[config.mk]
export PLATFORM = sky130hd
export DESIGN_NAME = rtc_field_editor
export DESIGN_NICKNAME = d
export VERILOG_FILES = /design/src/rtl/rtc_pkg.sv /design/src/rtl/bcd_step.sv /design/src/rtl/rtc_field_editor.sv
export SDC_FILE = /design/constraint.sdc
export NUM_CORES = 1
export LEC_CHECK = 0
export BUFFER_PORTS_ARGS = -buffer_cell sky130_fd_sc_hd__buf_4
export CORE_AREA = 3 3 138 100
export DETAILED_ROUTE_END_ITERATION = 6
export DIE_AREA = 0 0 141 103
export SYNTH_ARGS = -nofsm -noshare
export SYNTH_HDL_FRONTEND = slang
export SYNTH_HIERARCHICAL = 1
export SYNTH_SLANG_ARGS = --single-unit
[constraint.sdc]
create_clock -name clk -period 3.53 [get_ports clk]
set_input_delay 0.8825 -clock clk [delete_from_list [all_inputs] [get_ports clk]]
set_output_delay 0.8825 -clock clk [all_outputs]
set_load 0.01 [all_outputs]
[src/rtl/rtc_pkg.sv]
// rtc_pkg
//   Shared definitions for the RTC field editor:
//   - state_t     : editor state enumeration
//   - FIELD_MIN   : lowest legal BCD value per field index 0..7
//   - FIELD_MAX   : highest legal BCD value per field index 0..7
//   Field order: sec, min, hour, date, month, year, day-of-week, week.
package rtc_pkg;

  typedef enum logic [1:0] {
    ST_IDLE,
    ST_LOAD,
    ST_EDIT,
    ST_COMMIT
  } state_t;

  localparam int MAX_FIELDS = 8;

  localparam logic [7:0] FIELD_MIN [MAX_FIELDS] = '{
    8'h00, 8'h00, 8'h00, 8'h01, 8'h01, 8'h00, 8'h01, 8'h01
  };

  localparam logic [7:0] FIELD_MAX [MAX_FIELDS] = '{
    8'h59, 8'h59, 8'h23, 8'h31, 8'h12, 8'h99, 8'h07, 8'h53
  };

endpackage

[src/rtl/bcd_step.sv]
// bcd_step
//   Combinational two-digit BCD increment/decrement with wrap-around.
//   Ports:
//     value      in  8  current packed BCD value
//     min        in  8  lowest legal value (BCD)
//     max        in  8  highest legal value (BCD)
//     dir        in  1  1 = increment, 0 = decrement
//     next_value out 8  stepped value; an invalid input yields min
module bcd_step (
  input  logic [7:0] value,
  input  logic [7:0] min,
  input  logic [7:0] max,
  input  logic       dir,
  output logic [7:0] next_value
);

  logic valid;

  // For well-formed BCD, plain binary ordering equals decimal ordering,
  // so the range check can compare the packed bytes directly.
  assign valid = (value[7:4] <= 4'd9) && (value[3:0] <= 4'd9) &&
                 (value >= min) && (value <= max);

  always_comb begin
    next_value = min;
    if (valid) begin
      if (dir) begin
        if (value == max) begin
          next_value = min;
        end else if (value[3:0] == 4'd9) begin
          next_value = {value[7:4] + 4'd1, 4'd0};
        end else begin
          next_value = {value[7:4], value[3:0] + 4'd1};
        end
      end else begin
        if (value == min) begin
          next_value = max;
        end else if (value[3:0] == 4'd0) begin
          next_value = {value[7:4] - 4'd1, 4'd9};
        end else begin
          next_value = {value[7:4], value[3:0] - 4'd1};
        end
      end
    end
  end

endmodule

[src/rtl/rtc_field_editor.sv]
// rtc_field_editor
//   Button-driven editor for RTC time/date fields. On an Escribir rising
//   edge it snapshots rd_data into a shadow copy, lets the user pick a
//   field (left/right) and step it (up/down), and issues one register
//   write per step through a wr_req/wr_ack handshake.
//   Ports:
//     clk            in   1            clock, rising edge
//     Reset          in   1            asynchronous active-high reset
//     Escribir       in   1            edit-mode enable level (async)
//     push_arriba    in   1            increment button (async)
//     push_abajo     in   1            decrement button (async)
//     push_izquierda in   1            next field button (async)
//     push_derecha   in   1            previous field button (async)
//     rd_data        in   NUM_FIELDS*8 current RTC values, field 0 in [7:0]
//     wr_ack         in   1            one-cycle write acknowledge
//     address        out  8            register address of pending write
//     data_mod       out  8            BCD data of pending write
//     wr_req         out  1            write request, held until wr_ack
//     field_idx      out  3            currently selected field
//     fields_out     out  NUM_FIELDS*8 shadow copy of all fields
//     editing        out  1            high whenever not idle
module rtc_field_editor
  import rtc_pkg::*;
#(
  parameter int         NUM_FIELDS  = 4,
  parameter logic [7:0] BASE_ADDR   = 8'h21,
  parameter int         SYNC_STAGES = 2
) (
  input  logic                    clk,
  input  logic                    Reset,
  input  logic                    Escribir,
  input  logic                    push_arriba,
  input  logic                    push_abajo,
  input  logic                    push_izquierda,
  input  logic                    push_derecha,
  input  logic [NUM_FIELDS*8-1:0] rd_data,
  input  logic                    wr_ack,
  output logic [7:0]              address,
  output logic [7:0]              data_mod,
  output logic                    wr_req,
  output logic [2:0]              field_idx,
  output logic [NUM_FIELDS*8-1:0] fields_out,
  output logic                    editing
);

  localparam int         NUM_INPUTS = 5;
  localparam logic [2:0] LAST_IDX   = 3'(NUM_FIELDS - 1);
  localparam logic [1:0] SETTLE     = 2'(SYNC_STAGES);

  // Bit 0 is Escribir, bits 1..4 are up, down, left, right.
  logic [NUM_INPUTS-1:0] raw_in;
  logic [NUM_INPUTS-1:0] level;
  logic [NUM_INPUTS-1:0] hist;
  logic [NUM_INPUTS-1:0] rise;

  assign raw_in = {push_derecha, push_izquierda, push_abajo, push_arriba, Escribir};

  genvar gi;
  generate
    for (gi = 0; gi < NUM_INPUTS; gi++) begin : g_sync
      logic [SYNC_STAGES-1:0] sync_reg;
      logic                   hist_reg;

      always_ff @(posedge clk or posedge Reset) begin
        if (Reset) begin
          sync_reg <= '0;
          hist_reg <= 1'b0;
        end else begin
          sync_reg <= {sync_reg[SYNC_STAGES-2:0], raw_in[gi]};
          hist_reg <= sync_reg[SYNC_STAGES-1];
        end
      end

      assign level[gi] = sync_reg[SYNC_STAGES-1];
      assign hist[gi]  = hist_reg;
    end
  endgenerate

  assign rise = level & ~hist;

  // Button priority: up > down > left > right; losers are discarded.
  logic ev_up, ev_down, ev_left, ev_right;
  assign ev_up    = rise[1];
  assign ev_down  = rise[2] & ~rise[1];
  assign ev_left  = rise[3] & ~rise[2] & ~rise[1];
  assign ev_right = rise[4] & ~rise[3] & ~rise[2] & ~rise[1];

  // The synchroniser comes out of reset full of zeros, so a level that was
  // already high during reset would look like a fresh rising edge. Escribir
  // edges are only honoured once a genuine low has been seen after the
  // chain has refilled with real samples.
  logic [1:0] settle_reg;
  logic       esc_armed_reg;
  logic       esc_level;
  logic       esc_rise;

  assign esc_level = level[0];
  assign esc_rise  = rise[0] & esc_armed_reg;

  always_ff @(posedge clk or posedge Reset) begin
    if (Reset) begin
      settle_reg    <= 2'd0;
      esc_armed_reg <= 1'b0;
    end else begin
      if (settle_reg != SETTLE) begin
        settle_reg <= settle_reg + 2'd1;
      end
      if ((settle_reg == SETTLE) && !esc_level) begin
        esc_armed_reg <= 1'b1;
      end
    end
  end

  // Editor state.
  state_t     state_reg, state_next;
  logic [2:0] field_idx_reg, field_idx_next;
  logic [7:0] address_reg, address_next;
  logic [7:0] data_mod_reg, data_mod_next;
  logic       load_en;
  logic       step_en;
  logic [7:0] sel_value;
  logic [7:0] step_value;

  generate
    for (gi = 0; gi < NUM_FIELDS; gi++) begin : g_field
      logic [7:0] shadow_reg;

      always_ff @(posedge clk or posedge Reset) begin
        if (Reset) begin
          shadow_reg <= 8'h00;
        end else if (load_en) begin
          shadow_reg <= rd_data[gi*8 +: 8];
        end else if (step_en && (field_idx_reg == 3'(gi))) begin
          shadow_reg <= step_value;
        end
      end

      assign fields_out[gi*8 +: 8] = shadow_reg;
    end
  endgenerate

  always_comb begin
    sel_value = 8'h00;
    for (int i = 0; i < NUM_FIELDS; i++) begin
      if (field_idx_reg == 3'(i)) begin
        sel_value = fields_out[i*8 +: 8];
      end
    end
  end

  bcd_step u_bcd_step (
    .value      (sel_value),
    .min        (FIELD_MIN[field_idx_reg]),
    .max        (FIELD_MAX[field_idx_reg]),
    .dir        (ev_up),
    .next_value (step_value)
  );

  always_ff @(posedge clk or posedge Reset) begin
    if (Reset) begin
      state_reg     <= ST_IDLE;
      field_idx_reg <= 3'd0;
      address_reg   <= BASE_ADDR;
      data_mod_reg  <= 8'h00;
    end else begin
      state_reg     <= state_next;
      field_idx_reg <= field_idx_next;
      address_reg   <= address_next;
      data_mod_reg  <= data_mod_next;
    end
  end

  always_comb begin
    state_next     = state_reg;
    field_idx_next = field_idx_reg;
    address_next   = address_reg;
    data_mod_next  = data_mod_reg;
    load_en        = 1'b0;
    step_en        = 1'b0;
    case (state_reg)
      ST_IDLE: begin
        if (esc_rise) begin
          state_next = ST_LOAD;
        end
      end
      ST_LOAD: begin
        load_en        = 1'b1;
        field_idx_next = 3'd0;
        state_next     = ST_EDIT;
      end
      ST_EDIT: begin
        if (!esc_level) begin
          state_next = ST_IDLE;
        end else if (ev_up || ev_down) begin
          // Shadow, write address/data and COMMIT entry share one edge.
          step_en       = 1'b1;
          address_next  = BASE_ADDR + {5'd0, field_idx_reg};
          data_mod_next = step_value;
          state_next    = ST_COMMIT;
        end else if (ev_left) begin
          field_idx_next = (field_idx_reg == LAST_IDX) ? 3'd0 : field_idx_reg + 3'd1;
        end else if (ev_right) begin
          field_idx_next = (field_idx_reg == 3'd0) ? LAST_IDX : field_idx_reg - 3'd1;
        end
      end
      ST_COMMIT: begin
        // Button events here are dropped; Escribir low is honoured only
        // once the handshake has completed.
        if (wr_ack) begin
          state_next = esc_level ? ST_EDIT : ST_IDLE;
        end
      end
      default: begin
        state_next = ST_IDLE;
      end
    endcase
  end

  assign wr_req    = (state_reg == ST_COMMIT);
  assign editing   = (state_reg != ST_IDLE);
  assign address   = address_reg;
  assign data_mod  = data_mod_reg;
  assign field_idx = field_idx_reg;

endmodule

* Word-level counts from Yosys, hierarchy flattened *
Memories as Yosys holds them, arrays and structs flattened.
Index checks and enable logic that the tools add are counted.

storage, ports and cells
  logic and storage cells = 126
  output and inout bits = 53
  register bits = 71
  bits of input ports = 40
  memories = 2
  bits in read-only memories = 128

memories
  name             words  width  rd ports  clocked after memory_dff  write ports  line                     text
  (no name shown)  8      8      1         0                         0            rtc_field_editor.sv:154  .max (FIELD_MAX[field_idx_reg]),
  (no name shown)  8      8      1         0                         0            rtc_field_editor.sv:153  .min (FIELD_MIN[field_idx_reg]),

operators by class
  order comparisons = 5
  reductions and logical operators = 22
  $add $sub $neg = 8
  muxes and demuxes = 39
  bitwise logic cells = 13
  eq/ne operators = 17

operator list
  kind                                                                    number
  8-bit two-way mux                                                       22
  3-bit two-way mux                                                       6
  8-bit equality test                                                     2
  2-bit nonzero test                                                      6
  2-bit two-way mux                                                       5
  2-bit != test (second input constant)                                   5
  4-bit by 1-bit adder with 4-bit output (second input constant)          2
  8-bit greater-or-equal comparator                                       1
  4-bit less-or-equal comparator (second input constant)                  2
  8-bit less-or-equal comparator                                          1
  1-bit logical AND                                                       8
  2-bit one-hot mux with 4 select lines                                   1
  4-bit by 1-bit subtractor with 4-bit output (second input constant)     2
  6-bit by 3-bit adder with 7-bit output (first input constant)           1
  1-bit AND                                                               7
  2-bit equality test (second input constant)                             3
  3-bit by 2-bit equality test with 1-bit output (second input constant)  2
  3-bit != test (second input constant)                                   2
  3-bit one-hot mux with 2 select lines                                   1
  3-bit AND reduction                                                     2
  5-bit AND                                                               1
  5-bit NOT                                                               1
  4-bit equality test (second input constant)                             1
  4-bit greater-or-equal comparator (second input constant)               1
  14 further kinds                                                        19

* Longest topological paths before layout *
  word-level depth = 12
  mapped depth = 21

* Cells and area by module *
The synthesis kept the hierarchy.

by module, submodules not included
  module            area an instance (sq um)  cells each  seq. area each (sq um)  instances
  rtc_field_editor  3425.8                    342         1677.9                  1
  bcd_step          958.4                     142         0.0                     1

* Worst setup path after synthesis *
No wires, ideal clock.

  path type = reg2reg
  start point = register field_idx_reg[2] (netlist: field_idx[2])
  end point = register g_field[1].shadow_reg[1]
  data required time = 3405 ps
  slack = -348 ps
  clock period less this slack = 3878 ps
  arrival = 3753 ps
  setup time = 125 ps
  buffers on the path = 4
  stages on the path, launching flop included = 18
  cell sequence = dfrtp_1 -> buf_4 -> clkinv_1 -> ha_1 -> clkbuf_1 -> nor2_1 -> a22o_1 -> ha_1 -> and4_1 -> and2_1 -> clkbuf_1 -> buf_4 -> a211oi_1 -> a41oi_1 -> o22a_1 -> nand2_1 -> nand2_1 -> mux2_2

on the way
  longest elaborated chain between the ends = 12
  elaborated cells on any way between the ends = 38

ends and longest elaborated chain
  element                                                                    line                     text
  start: declaration                                                         rtc_field_editor.sv:116  logic [2:0] field_idx_reg, field_idx_next;
  start signal: assignment                                                   rtc_field_editor.sv:167  field_idx_reg <= field_idx_next;
  3-bit zero test                                                            rtc_field_editor.sv:145  if (field_idx_reg == 3'(i)) begin
  8-bit two-way mux (3 in a row)                                             rtc_field_editor.sv:145
  8-bit two-way mux *                                                        rtc_field_editor.sv:145
  net sel_value[3]                                                           rtc_field_editor.sv:121  logic [7:0] sel_value;
  branches (longest 4 deep; another with 8-bit greater-or-equal comparator)  n/a
  8-bit two-way mux *                                                        bcd_step.sv:26           if (valid) begin
  net step_value[1]                                                          rtc_field_editor.sv:122  logic [7:0] step_value;
  8-bit two-way mux *                                                        rtc_field_editor.sv:133  end else if (step_en && (field_idx_reg == 3'(gi))) begin
  8-bit two-way mux *                                                        rtc_field_editor.sv:131  end else if (load_en) begin
  end signal: assignment                                                     rtc_field_editor.sv:132  shadow_reg <= rd_data[gi*8 +: 8];
  end signal: assignment                                                     rtc_field_editor.sv:134  shadow_reg <= step_value;
  end: declaration                                                           rtc_field_editor.sv:126  logic [7:0] shadow_reg;

Mark *: on every way through the listed nets, which the timed path passes. The select of a mux whose other input is x is not followed.
A chain may end at the register's enable or synchronous reset.

* Worst setup path after layout *
  start point = register field_idx_reg[0] (netlist: field_idx[0])
  end point = register g_field[2].shadow_reg[5]

on the way
  longest elaborated chain between the ends = 12
  elaborated cells on any way between the ends = 38

ends and longest elaborated chain
  element                                                                    line
  3-bit zero test                                                            rtc_field_editor.sv:145
  8-bit two-way mux (3 in a row)                                             rtc_field_editor.sv:145
  8-bit two-way mux *                                                        rtc_field_editor.sv:145
  net sel_value[0]                                                           rtc_field_editor.sv:121
  branches (longest 4 deep; another with 8-bit greater-or-equal comparator)  n/a
  8-bit two-way mux *                                                        bcd_step.sv:26
  net step_value[5]                                                          rtc_field_editor.sv:122
  8-bit two-way mux *                                                        rtc_field_editor.sv:133
  8-bit two-way mux *                                                        rtc_field_editor.sv:131
  end signal: assignment                                                     rtc_field_editor.sv:132
  end signal: assignment                                                     rtc_field_editor.sv:134
  end: declaration                                                           rtc_field_editor.sv:126

Marked as above.

==> summary.txt <==
Run status
  • Outcome: complete, but fails checks
  • Failing checks: negative setup slack

Pwr
  • Gate power share: between 60% and 70%
  • Pleak: slightly above 3 nW
  • Internal power: a little over 4 mW
  • Sw frac: around 44%
  • Power density cells: around 1200 nW/um2
  • NetSw: around 3.2 mW
  • Reg power frac: 18.5%
  • Total Power: approximately 7.3 mW
  • Worst vdd ir: approximately 0.53 mV
  • Clock Power Share: about an eighth

Floorplanning
  • Die height: 103 um
  • # rows: 34
  • Starting Density: 35.2%
  • Die Wd: between 100 and 150 um
  • # IOs: 93
  • CORE AREA: roughly 12000 um2
  • Die area: 14500 um2

Finish
  • Non-filler instance count after layout: roughly 800
  • Max reg flops: 32
  • Nets: approximately 700
  • Seq. cell area: between 1500 and 2000 um2
  • Ant diodes: 0
  • Multi-input gate area: between 2000 and 3000 um2
  • Fraction of layout cells with a size suffix above 1: 41.6%
  • Most common cell after layout, fill and taps aside: buf_4
  • Finished Cell Area: between 6000 and 7000 um2
  • Layout fillers: 1172
  • Most frequent cells in the layout: 145 x buf_4, 120 x nand2_1, 63 x dfrtp_1
  • Synth-to-Final Area Change: 43.4%

Timing
  • Slew Limit Headroom: ~31%
  • Fmax: between 200 and 300 MHz
  • Final Hold Fails: 0
  • Setup ws final: -0.0105 ns
  • Tcrit/Tclk final: 100%
  • Worst-Margin Slew: between 1 and 1.5 ns
  • Setup TNS Final: -0.0105 ns
  • RSZ-0062 raised after global routing: yes
  • Worst hold slack: approximately 0.35 ns
  • Final setup fails: 1
  • Clock Skews: approximately 0.007 ns
  • Slew Limit Fails: 0
  • Tmin final: ~3.5 ns

Worst setup path
  • R2r endpoint: g_field[2].shadow_reg[5]
  • Setup crit start kind: register
  • CP max-delay cell: dfrtp_2
  • CP max FO: 8
  • CP peak stage delay: about 0.44 ns
  • Critical path type: register to register
  • Worst Reg-to-Reg Cells: 16
  • Worst EP required: roughly 3.7 ns
  • Worst flop-to-flop path startpoint: field_idx[0]
  • CP cell instances: buf_4, ha_4, ha_4, nor2_4, a22o_1, inv_2, ha_1, nand4_1, or2_4, nand2_2, nand4b_1, buf_4, o22a_1, nand2_2, nand2_1, mux2_2
  • Buf+Inv Stages, Crit Path: 3
  • R2r setup slk: -0.01 ns
  • Worst EP arrival: about 3.8 ns
  • Crit. End Element: register
  • Top delay family on crit path: simple AND/OR/NAND/NOR gates

Route
  • Vias: around 3900
  • # DRC: 0
  • DR WL/cell: 16.7 um
  • First-pass DRT Iterations: 4
  • Vias per inst: between 4 and 5
  • Antenna viol nets, final: 0
  • Iter 0 DRT Violations: 340
  • Final Routed Wirelength: 13.4 mm

Clock tree
  • TritonCTS buffer count: 9
  • Clock-pin transition on the worst setup and hold timing paths: approximately 0.06 ns
  • CTS sink count: 67
  • Hold Buf Count CTS: 0
  • Root Buffer: clkbuf_16
  • Clk_lat worst skew: between 0.3 and 0.4 ns
  • CTS tree: done
  • CTS max path bufs: 2
  • H-tree depth: 3

Min path
  • Worst min-delay path endpoint: g_sync[0].sync_reg[1]
  • Worst hold stages: 0
  • Worst min-delay path category: register to register
  • Worst hold start: g_sync[0].sync_reg[0]

Synthesis
  • Sequential area share after synthesis: a little under two fifths
  • Post-synthesis cell count: ~480
  • Mapped Area: around 4400 um2
  • Main flop type after synthesis: dfrtp_1
  • Synth cell types: 55
  • Ys async rst share: 100%
  • EDFF count, synth: 0
  • Flops & latches, synth: 67
  • Ys Warns: 6
  • Synth Area per Inst: 9.06 um2

Place
  • IO Port Bufs: between 80 and 90
  • Placed inst area: approximately 5600 um2
  • GP Congestion: slightly above 0.9
  • Dpl hpwl: 10.2 mm
  • Inst Count DP: between 700 and 800

GRT
  • Vias in the first global route: between 3000 and 4000
  • First-pass GRT wire length: roughly 20 mm
  • Largest net degree at the start of global routing: around 70
  • Grt total ovfl: 0
  • Initial antenna violation count: 0
  • Gr usage total: about 18%

Flow run
  • Max_cap viols: 0
logic make-up (layout without fill, tap and decap cells):
family / count (synthesis) / after routing / share of synthesized area, %
flip-flops: 67 / 67 / 38.3
AO/OA/AOI/OAI: 91 / 91 / 14.6
multiplexers: 47 / 47 / 11.6
buffers and inverters: 56 / 198 / 6.16
other: 2 / 16 / 0.171
AND/OR/NAND/NOR: 183 / 183 / 19.1
XOR/XNOR: 9 / 9 / 1.80
adder cells (fa/ha/maj): 29 / 29 / 8.28
power groups by stage:
stage	Combinational, mW	Clock, mW	Sequential [mW]
detailed placement	4.38	0	1.34
CTS	4.49	0.926	1.34
finish	5.06	0.909	1.35
floorplan	2.48	0	1.35
global placement	4.29	0	1.34
global route	5.53	0.970	1.39
stage by stage:
stage | utilization (%) | setup WS (ns)
after global routing | 50.5 | -0.112
final | 50.5 | -0.0105
after global placement | 44.8 | -0.198
after CTS | 47.9 | -0.00266
after floorplan | - | 0.00422
after detailed placement | 44.8 | -0.247
worst max path at each step:
| stage | endpoint | depth (start not counted) | start | slack (ns) |
|---|---|---|---|---|
| after floorplan | g_field[1].shadow_reg[1] | 20 | field_idx[1] | 0.004 |
| after global placement | g_field[0].shadow_reg[0] | 15 | field_idx[0] | -0.20 |
| after detailed placement | g_field[2].shadow_reg[0] | 15 | field_idx[0] | -0.25 |
| after CTS | g_field[3].shadow_reg[7] | 17 | field_idx[0] | -0.003 |
| after global routing | g_field[2].shadow_reg[5] | 19 | field_idx[1] | -0.11 |
| final | g_field[2].shadow_reg[5] | 16 | field_idx[0] | -0.01 |
synthesized netlist by cell type, types with 2 or more instances:
cell type,number,area [um2]
ha_1,29,363
xnor2_1,7,61.3
nor2_1,14,52.6
a41oi_1,2,17.5
a21o_1,2,15.0
nor3_1,4,20.0
a21oi_1,16,80.1
nand4_1,4,25.0
dfrtp_1,66,1650
inv_1,30,113
xor2_1,2,17.5
and2_1,5,31.3
a31oi_4,2,42.5
conb_1,2,7.51
mux2_2,32,360
a211oi_1,5,37.5
mux2i_1,15,150
nand2_1,130,488
buf_2,8,40.0
nand2b_1,3,18.8
or2b_1,2,15.0
o22ai_1,2,12.5
a21oi_4,2,32.5
or2_2,2,12.5
buf_4,9,67.6
nor2b_1,7,43.8
buf_6,2,22.5
a22o_1,9,78.8
o21a_1,2,15.0
and4_1,2,17.5
o22a_1,6,52.6
clkbuf_1,4,15.0
nand2b_4,2,27.5
a31oi_1,2,12.5
o21ai_0,33,165
per-layer routing:
metal | track usage [%] | vias to the layer above | part of all wire [%]
met5 | 0 | - | 0
met4 | 3.65 | 0 | 0.74
met3 | 3.34 | 11 | 5.5
met2 | 27.8 | 126 | 44
met1 | 26.8 | 1874 | 50
li1 | - | 1923 | -
layout make-up:
class / instances / area share (%)
multi-input combinational: 375 / 44.6
clock inverter: 6 / 1.13
sequential: 67 / 26.7
tap: 162 / 3.22
inverter: 31 / 1.87
timing repair buffer: 151 / 18.6
clock buffer: 10 / 3.80
what timing repair did:
item                       CTS  global route
setup buffers                3            11
setup endpoints to repair   38            39
cloned                       0             0
pin swaps                    7            29
gates resized for setup     14            66
(Power assumes the default switching activity.)
